## config.mk

```make
export PLATFORM = sky130hd
export DESIGN_NAME = cordic_sine_iter
export DESIGN_NICKNAME = d
export VERILOG_FILES = /design/src/rtl/cordic_pkg.sv /design/src/rtl/cordic_rotate_step.sv /design/src/rtl/cordic_sine_iter.sv
export SDC_FILE = /design/constraint.sdc
export NUM_CORES = 1
export LEC_CHECK = 0
export CORE_MARGIN = 1
export CORE_UTILIZATION = 55
export DETAILED_ROUTE_END_ITERATION = 8
export GPL_TIMING_DRIVEN = 0
export HOLD_SLACK_MARGIN = 0.12
export PLACE_DENSITY_LB_ADDON = 0.08
export SETUP_SLACK_MARGIN = 0.3
export SLEW_MARGIN = 30
export SYNTH_ARGS = -nofsm -noshare
export SYNTH_HDL_FRONTEND = slang
export SYNTH_SLANG_ARGS = --single-unit
```

## constraint.sdc

```tcl
create_clock -name clk -period 5.4 [get_ports clk]
set_clock_uncertainty 0.05 [all_clocks]
set_input_delay 1.08 -clock clk [delete_from_list [all_inputs] [get_ports clk]]
set_output_delay 1.08 -clock clk [all_outputs]
set_load 0.02 [all_outputs]
```

## src/rtl/cordic_pkg.sv

```systemverilog
// Shared definitions for the iterative CORDIC sine engine.
// Holds the Q2.14 constants, default widths, the FSM state type and the
// output saturation helper used by cordic_sine_iter.
package cordic_pkg;

  // Q2.14 constants
  localparam int ANGLE_MAX = 25736;  // pi/2
  localparam int ONE_Q14   = 16384;  // 1.0
  localparam int KINV_Q14  = 9949;   // 1/1.64676, inverse CORDIC gain

  // Default geometry
  localparam int unsigned DEF_ITER  = 14;
  localparam int unsigned DEF_W     = 16;
  localparam int unsigned DEF_GUARD = 2;

  typedef enum logic [1:0] {
    StIdle,
    StLoad,
    StIter
  } state_e;

  // Clamp a signed value into the range of a w-bit two's complement number.
  function automatic logic signed [63:0] sat_signed(input logic signed [63:0] v,
                                                    input int unsigned      w);
    logic signed [63:0] hi;
    logic signed [63:0] lo;
    hi = (64'sd1 <<< (w - 1)) - 64'sd1;
    lo = -(64'sd1 <<< (w - 1));
    if (v > hi) begin
      return hi;
    end else if (v < lo) begin
      return lo;
    end
    return v;
  endfunction

endpackage

```

## src/rtl/cordic_rotate_step.sv

```systemverilog
// Single rotation-mode CORDIC micro-rotation, purely combinational.
// Ports:
//   x, y       in   XW  current vector (two's complement)
//   z          in   ZW  residual angle (two's complement, Q2.14)
//   shift      in   4   iteration index i
//   atan_val   in   AW  atan(2^-i) in Q2.14
//   x_next, y_next, z_next  out  rotated vector and updated residual angle
module cordic_rotate_step #(
  parameter int unsigned XW = 18,
  parameter int unsigned ZW = 17,
  parameter int unsigned AW = 16
) (
  input  logic [XW-1:0] x,
  input  logic [XW-1:0] y,
  input  logic [ZW-1:0] z,
  input  logic [3:0]    shift,
  input  logic [AW-1:0] atan_val,
  output logic [XW-1:0] x_next,
  output logic [XW-1:0] y_next,
  output logic [ZW-1:0] z_next
);

  logic signed [XW-1:0] xs;
  logic signed [XW-1:0] ys;
  logic signed [XW-1:0] x_sh;
  logic signed [XW-1:0] y_sh;
  logic signed [ZW-1:0] zs;
  logic signed [ZW-1:0] atan_ext;

  always_comb begin
    xs       = $signed(x);
    ys       = $signed(y);
    zs       = $signed(z);
    atan_ext = ZW'($signed(atan_val));
    // Arithmetic shifts truncate toward minus infinity.
    x_sh     = xs >>> shift;
    y_sh     = ys >>> shift;
    // z >= 0 rotates counter-clockwise (d = +1).
    if (!zs[ZW-1]) begin
      x_next = xs - y_sh;
      y_next = ys + x_sh;
      z_next = zs - atan_ext;
    end else begin
      x_next = xs + y_sh;
      y_next = ys - x_sh;
      z_next = zs + atan_ext;
    end
  end

endmodule

```

## src/rtl/cordic_sine_iter.sv

```systemverilog
// Iterative rotation-mode CORDIC sine/cosine engine, one micro-rotation per clock.
// The arctangent table sits outside and answers one cycle after lut_en/lut_idx.
// Build option: define CORDIC_GAIN_COMP_EN to seed x with 1/K so outputs are
// unit-amplitude; otherwise x starts at 1.0 and outputs carry the CORDIC gain.
// Ports:
//   clk, rst_n          clock, asynchronous active-low reset
//   start, angle_in     request and Q2.14 angle (clamped to +-pi/2)
//   busy, done          in-progress flag, one-cycle completion pulse
//   sin_out, cos_out    Q2.14 results, held until the next done
//   range_err           angle was clamped, updated with done
//   lut_en, lut_idx     table read request
//   lut_data            table answer, valid the cycle after the request
module cordic_sine_iter
  import cordic_pkg::*;
#(
  parameter int unsigned ITER  = DEF_ITER,
  parameter int unsigned W     = DEF_W,
  parameter int unsigned GUARD = DEF_GUARD
) (
  input  logic         clk,
  input  logic         rst_n,
  input  logic         start,
  input  logic [W-1:0] angle_in,
  output logic         busy,
  output logic         done,
  output logic [W-1:0] sin_out,
  output logic [W-1:0] cos_out,
  output logic         range_err,
  output logic         lut_en,
  output logic [3:0]   lut_idx,
  input  logic [W-1:0] lut_data
);

  localparam int unsigned XW = W + GUARD;
  localparam int unsigned ZW = W + 1;

`ifdef CORDIC_GAIN_COMP_EN
  localparam int X_INIT = KINV_Q14;
`else
  localparam int X_INIT = ONE_Q14;
`endif

  state_e               state_q;
  state_e               state_d;
  logic signed [XW-1:0] x_q;
  logic signed [XW-1:0] y_q;
  logic signed [ZW-1:0] z_q;
  logic [3:0]           cnt_q;
  logic                 clamp_q;
  logic                 done_q;
  logic                 range_err_q;
  logic [W-1:0]         sin_q;
  logic [W-1:0]         cos_q;

  logic signed [W-1:0]  angle_s;
  logic signed [W-1:0]  angle_clamped;
  logic                 clamp_hit;
  logic                 last_iter;
  logic [XW-1:0]        x_nx;
  logic [XW-1:0]        y_nx;
  logic [ZW-1:0]        z_nx;
  logic [W-1:0]         sin_sat;
  logic [W-1:0]         cos_sat;

  // Input clamp to +-pi/2
  always_comb begin
    angle_s       = $signed(angle_in);
    angle_clamped = angle_s;
    clamp_hit     = 1'b0;
    if (int'(angle_s) > ANGLE_MAX) begin
      angle_clamped = W'(ANGLE_MAX);
      clamp_hit     = 1'b1;
    end else if (int'(angle_s) < -ANGLE_MAX) begin
      angle_clamped = W'(-ANGLE_MAX);
      clamp_hit     = 1'b1;
    end
  end

  assign last_iter = (state_q == StIter) && (cnt_q == 4'(ITER - 1));

  cordic_rotate_step #(
    .XW(XW),
    .ZW(ZW),
    .AW(W)
  ) u_step (
    .x        (x_q),
    .y        (y_q),
    .z        (z_q),
    .shift    (cnt_q),
    .atan_val (lut_data),
    .x_next   (x_nx),
    .y_next   (y_nx),
    .z_next   (z_nx)
  );

  always_comb begin
    sin_sat = W'(sat_signed(64'($signed(y_nx)), W));
    cos_sat = W'(sat_signed(64'($signed(x_nx)), W));
  end

  // FSM state register
  always_ff @(posedge clk or negedge rst_n) begin
    if (!rst_n) begin
      state_q <= StIdle;
    end else begin
      state_q <= state_d;
    end
  end

  // FSM next state
  always_comb begin
    state_d = state_q;
    case (state_q)
      StIdle:  if (start) state_d = StLoad;
      StLoad:  state_d = StIter;
      StIter:  if (last_iter) state_d = StIdle;
      default: state_d = StIdle;
    endcase
  end

  // FSM outputs: the table is read one step ahead of the rotation that uses it.
  always_comb begin
    busy    = (state_q != StIdle);
    lut_en  = 1'b0;
    lut_idx = 4'd0;
    case (state_q)
      StLoad: begin
        lut_en  = 1'b1;
        lut_idx = 4'd0;
      end
      StIter: begin
        if (!last_iter) begin
          lut_en  = 1'b1;
          lut_idx = cnt_q + 4'd1;
        end
      end
      default: ;
    endcase
  end

  // Datapath and result registers
  always_ff @(posedge clk or negedge rst_n) begin
    if (!rst_n) begin
      x_q         <= '0;
      y_q         <= '0;
      z_q         <= '0;
      cnt_q       <= '0;
      clamp_q     <= 1'b0;
      done_q      <= 1'b0;
      range_err_q <= 1'b0;
      sin_q       <= '0;
      cos_q       <= '0;
    end else begin
      done_q <= 1'b0;
      case (state_q)
        StIdle: begin
          if (start) begin
            x_q     <= XW'(X_INIT);
            y_q     <= '0;
            z_q     <= ZW'(angle_clamped);
            clamp_q <= clamp_hit;
            cnt_q   <= '0;
          end
        end
        StLoad: begin
          cnt_q <= '0;
        end
        StIter: begin
          x_q   <= $signed(x_nx);
          y_q   <= $signed(y_nx);
          z_q   <= $signed(z_nx);
          cnt_q <= cnt_q + 4'd1;
          if (last_iter) begin
            sin_q       <= sin_sat;
            cos_q       <= cos_sat;
            done_q      <= 1'b1;
            range_err_q <= clamp_q;
          end
        end
        default: ;
      endcase
    end
  end

  assign done      = done_q;
  assign sin_out   = sin_q;
  assign cos_out   = cos_q;
  assign range_err = range_err_q;

endmodule

```

-- Word-level counts from Yosys, hierarchy flattened
Index checks and enable logic that the tools add are counted.
- register bits after elaboration: 94
- bits of input ports: 35
- output and inout port bits: 40
- word-level logic and storage cells: 74
- add/subtract/negate cells: 7
- magnitude comparators: 6
- eq/ne operators: 5
- shift operators: 2
- muxes and demuxes: 34
- reductions and logical operators: 10
- operators by type and width (cell ; count):
    $mux W16 ; 8
    $mux W18 ; 4
    $pmux W18 S2 ; 2
    $add A18 B18 Y18 ; 2
    $gt A18 B16 Y1 const B ; 2
    $lt A18 B16 Y1 const B ; 2
    $sshr A18 B4 Y18 ; 2
    $sub A18 B18 Y18 ; 2
    $mux W17 ; 2
    $pmux W17 S2 ; 1
    $add A17 B16 Y17 ; 1
    $sub A17 B16 Y17 ; 1
    $gt A16 B16 Y1 const B ; 1
    $lt A16 B16 Y1 const B ; 1
    $mux W4 ; 3
    $pmux W4 S3 ; 1
    $reduce_and A2 Y1 ; 5
    $mux W1 ; 9
    $pmux W2 S3 ; 1
    $add A4 B1 Y4 const B ; 1
    $eq A4 B4 Y1 const B ; 1
    $mux W2 ; 2
    $ne A2 B2 Y1 const B ; 2
    $reduce_bool A2 Y1 ; 2
    6 further kinds ; 6

-- Depth between registers and ports, before layout
- depth in word-level cells: 7
- gate-level depth with buffers: 26

-- Modules after synthesis
A second synthesis with hierarchy kept.
- cells, all modules: 1142
- area, all modules: 9487.8 um^2
- by module, submodules not included (module ; instances ; cells each ; area each (um^2) ; sequential area each (um^2)):
    cordic_rotate_step ; 1 ; 668 ; 4989.8 ; 0.0
    cordic_sine_iter ; 1 ; 474 ; 4498.1 ; 2352.3

-- Worst setup path after synthesis
Ideal clock, no wire load.
- kind: reg-to-reg
- from: reg cnt_q[0]
- to: reg sin_q[7], in the netlist sin_out[7]
- library setup time: 0.143 ns
- arrival time: 5.298 ns
- slack: -0.091 ns
- stages on the path, launching flop included: 27
- path buffers: 7
- cells stage by stage: dfrtp_1 -> buf_6 -> buf_4 -> buf_6 -> buf_2 -> buf_2 -> mux4_2 -> nand2_1 -> o21ai_0 -> o21ai_0 -> ha_1 -> and4_1 -> nor3b_1 -> nand2_1 -> a211oi_1 -> a31oi_1 -> nor2_1 -> ha_1 -> clkbuf_1 -> nand3_1 -> a21o_1 -> nand3_1 -> a21oi_1 -> xnor3_1 -> o22ai_1 -> buf_2 -> o22ai_1
- word-level cells in the longest chain between the ends: 7
- ends and longest elaborated chain (what ; RTL line ; RTL):
    start: declaration ; cordic_sine_iter.sv:48 ; logic [3:0] cnt_q;
    start signal: assignment ; cordic_sine_iter.sv:172 ; cnt_q <= cnt_q + 4'd1;
    $sshr A18 B4 Y18 ; cordic_rotate_step.sv:36 ; x_sh = xs >>> shift;
    $add A18 B18 Y18 or $sub A18 B18 Y18 (tied branches) ; cordic_rotate_step.sv:41, cordic_rotate_step.sv:45 ;
    $mux W18 ; cordic_rotate_step.sv:39 ; if (!zs[ZW-1]) begin
    $lt A18 B16 Y1 ; cordic_pkg.sv:31 ; end else if (v < lo) begin
    $mux W1 ; cordic_pkg.sv:31 ;
    $mux W1 ; cordic_pkg.sv:29 ; if (v > hi) begin
    $mux W16 ; cordic_pkg.sv:34 ; return v;
    end signal: assignment ; cordic_sine_iter.sv:174 ; sin_q <= sin_sat;
    end: declaration ; cordic_sine_iter.sv:52 ; logic [W-1:0] sin_q;
Parallel ways exist; a longest one is shown, timed or not.
A chain may end at the register's enable or synchronous reset.

-- Final worst setup path
- from: reg cnt_q[0]
- to: reg sin_q[1], in the netlist sin_out[1]
The elaborated chain is that of the path after synthesis.

==> results.toml <==
[sta]
report.final.slew_viol_count = 0
rsz0062_at_grt = "yes"
finalHoldViolations = 0
final.min_clock_period_ns = 5.37
fin_crit_sh_pct = 99.4
fmax_mhz = 186
max_slew_margin_pct = 31.9
setup_viol = 0
tightest_slew_ns = 1.02

[global_route]
grt_pass1_vias = 9078
grt_max_degree = 49
use_met1_pct = 51.3
grt_util_met3_pct = 7.97
grt_overflow_total = 0
grt_pass1_wl_um = 50700
antenna_found_initial = 0
globalRouteMet2Util_pct = 58.3
top_usage_layer = "met2"
grt_usage_pct = 37.8

[cells_and_area]
antenna_cells = 0
fin_util_pct = 71.8
multi_input_area_um2 = 7100
final_nets = 1350
stdcell_area_um2 = 11900
drive_above_1_share_pct = 19.9
ff_latch_area_um2 = 2350
syn_to_final_growth_pct = 27.2
fill_cells = 1303

[synthesis]
synthesis.instances = 1109
synth_ff_type = "dfrtp_1"
avgSynthCellArea_um2 = 8.44
syn-num-nets = 1206
synthSimpleGateAreaFrac_pct = 15.6
ys_ff_latch = 94
synth_top_family_by_area = "compound AO/OA/AOI/OAI gates"
async_flop_share_pct = 100
ys_seq_area_share_pct = 25.1
yosys.area.top_type = "dfrtp_1"
synth_enable_flop_cells = 0
synthDistinctLibCells = 79
yosysTopAreaCellShare_pct = 25.1
yosys-top-cells-area = "dfrtp_1 25%, ha_1 7.9%, mux4_2 5.8%"
ys_top_cells_by_count = "123 x nor2_1, 94 x dfrtp_1, 88 x nand2_1"
yosysWarningCount = 0
synth_most_common_cell = "nor2_1"
netlist_area_um2 = 9360
synth-compound-area-share_pct = 25.9
synthMuxAreaShare_pct = 12.0
synthAdderAreaFrac_pct = 8.52
synth-xor-area-share_pct = 8.35

[clock_network]
cts.sinks = 94
insertion_delay_ns = 0.37
clk_path_buf_depth = 2
root_buffer = "clkbuf_16"
cts_buffers = 9
cts-htree-levels = 3
ctsHoldBuffers = 0
tritoncts = "yes"
cts.clk_slew.worst_paths_ns = 0.07

[drt]
drt_iter0_drc = 951
vias = 9554
wirelength_um = 33000
drc = 0
dr.pass1.iters = 5
drt.antenna.violating_nets = 0
via_per_inst = 6.47
drt-wirelength-per-cell_um = 22.4

[placement]
place.gp.congestion = 1.01
numPortBuffers = 74
place_area_um2 = 10400
dpl.hpwl_um = 23900

[critical_path]
crit_arrival_ns = 5.56
critPathMaxFanout = 6
cp-start-kind = "register"
crit_type = "register to register"
crit_required_ns = 5.60
endpoint_kind = "register"

[die]
initial_core_util_pct = 56.5
io_pins = 75
core_area_um2 = 16600
fp.dieW_um = 132
row_count = 47
die_h_um = 132
die_area_um2 = 17600

[worst_hold_path]
holdCritPathClass = "register to register"

[job]
cap_violations = 0

[outcome]
outcome = "finished, final reports clean"
==> metal layers <==
metal | wire length (um) | share of wire [%]
met5 | 0 | 0
met4 | 1210 | 3.7
met3 | 2830 | 8.6
met2 | 14800 | 45
met1 | 14200 | 43
==> logic make-up (layout without fill, tap and decap cells) <==
logic type                 Yosys count  count (layout)
and+or+nand+nor                    318             318
adders and majority gates           62              62
muxes                               78              78
xor gates and xnor gates            86              86
DFF                                 94              94
buffers and inverters               99             247
AOI/OAI and AO/OA                  372             372
==> state kept, by name (all words and copies together) (netlist names) <==
signal	count
z_q	17
y_q	18
cnt_q	4
cos_out	16
done	1
state_q	2
x_q	18
clamp_q	1
range_err	1
sin_out	16
==> area by class of cell <==
class                           count  share of cell area (%)
Clock buffer                        9                    1.89
Timing Repair Buffer              133                    10.9
Buffer                             59                    3.34
Inverter                           40                    1.26
Clock inverter                      6                   0.977
Sequential cell                    94                    19.8
Multi-Input combinational cell    916                    59.6
Tap cell                          220                    2.31
==> placed cells by master (no fill, tap or decap), drive strengths merged, types with 12 or more instances in the layout <==
| cell type | n |
|---|---|
| mux2i | 30 |
| mux4 | 24 |
| a31oi | 27 |
| nand2 | 88 |
| xnor2 | 48 |
| o22ai | 39 |
| nor2b | 12 |
| dfrtp | 94 |
| inv | 40 |
| a21oi | 87 |
| nor3 | 27 |
| clkdlybuf4s50 | 73 |
| a21o | 19 |
| o21ai | 81 |
| xor2 | 37 |
| mux2 | 24 |
| nor2 | 123 |
| ha | 59 |
| clkbuf | 44 |
| o21a | 14 |
| buf | 83 |
| nand2b | 12 |
| a22o | 27 |
==> metrics by stage <==
stage | setup TNS, ns | hold WS, ns | setup WS (ns) | cells
6_report | 0 | 0.428 | 0.0345 | 1477
3_3_place_gp | -75.59 | 0.412 | -1.21 | 1403
4_1_cts | 0 | 0.427 | 0.242 | 1468
2_1_floorplan | 0 | 0.390 | 0.309 | 1109
5_1_grt | -0.943 | 0.449 | -0.0817 | 1477
3_5_place_dp | -33.11 | 0.412 | -1.16 | 1404
==> path summary, 6_finish.rpt <==
path,slack [ns],from,cells past startpoint,end
min in group asynchronous,0.58,rst_n,1,cos_out[4]
setup reg to reg,0.03,cnt_q[0],25,sin_out[1]
hold reg to reg,0.43,range_err,2,range_err
hold / removal,0.43,range_err,2,range_err
setup / recovery,0.03,cnt_q[0],25,sin_out[1]
max in group asynchronous,4.08,rst_n,2,y_q[9]
==> what timing repair did <==
| action | in CTS | in global routing |
|---|---|---|
| buffers inserted | 45 | 8 |
| endpoints found under the setup margin | 47 | 35 |
| resized for setup | 122 | 34 |
| pin swaps | 38 | 14 |
| cloned | 4 | 1 |
==> worst max-delay path, stage by stage (launching register included) <==
cell      delay, ns
dfrtp_1        0.44
buf_6          0.17
buf_12         0.13
buf_12         0.12
buf_12         0.12
buf_12         0.12
mux2i_2        0.15
mux4_2         0.52
nor2_4         0.18
a21oi_4        0.05
ha_4           0.26
inv_2          0.03
mux2i_2        0.16
inv_1          0.08
ha_1           0.28
nor2b_4        0.14
o31ai_4        0.31
a211oi_2       0.14
o41ai_2        0.37
a21o_1         0.21
nand3b_1       0.15
xnor2_2        0.19
a211o_1        0.30
a21oi_4        0.30
buf_6          0.18
o22ai_2        0.07
Power is left out: the tool's default activity adds up to more than one toggle a clock period on the data nets, which glitch-free logic cannot reach.
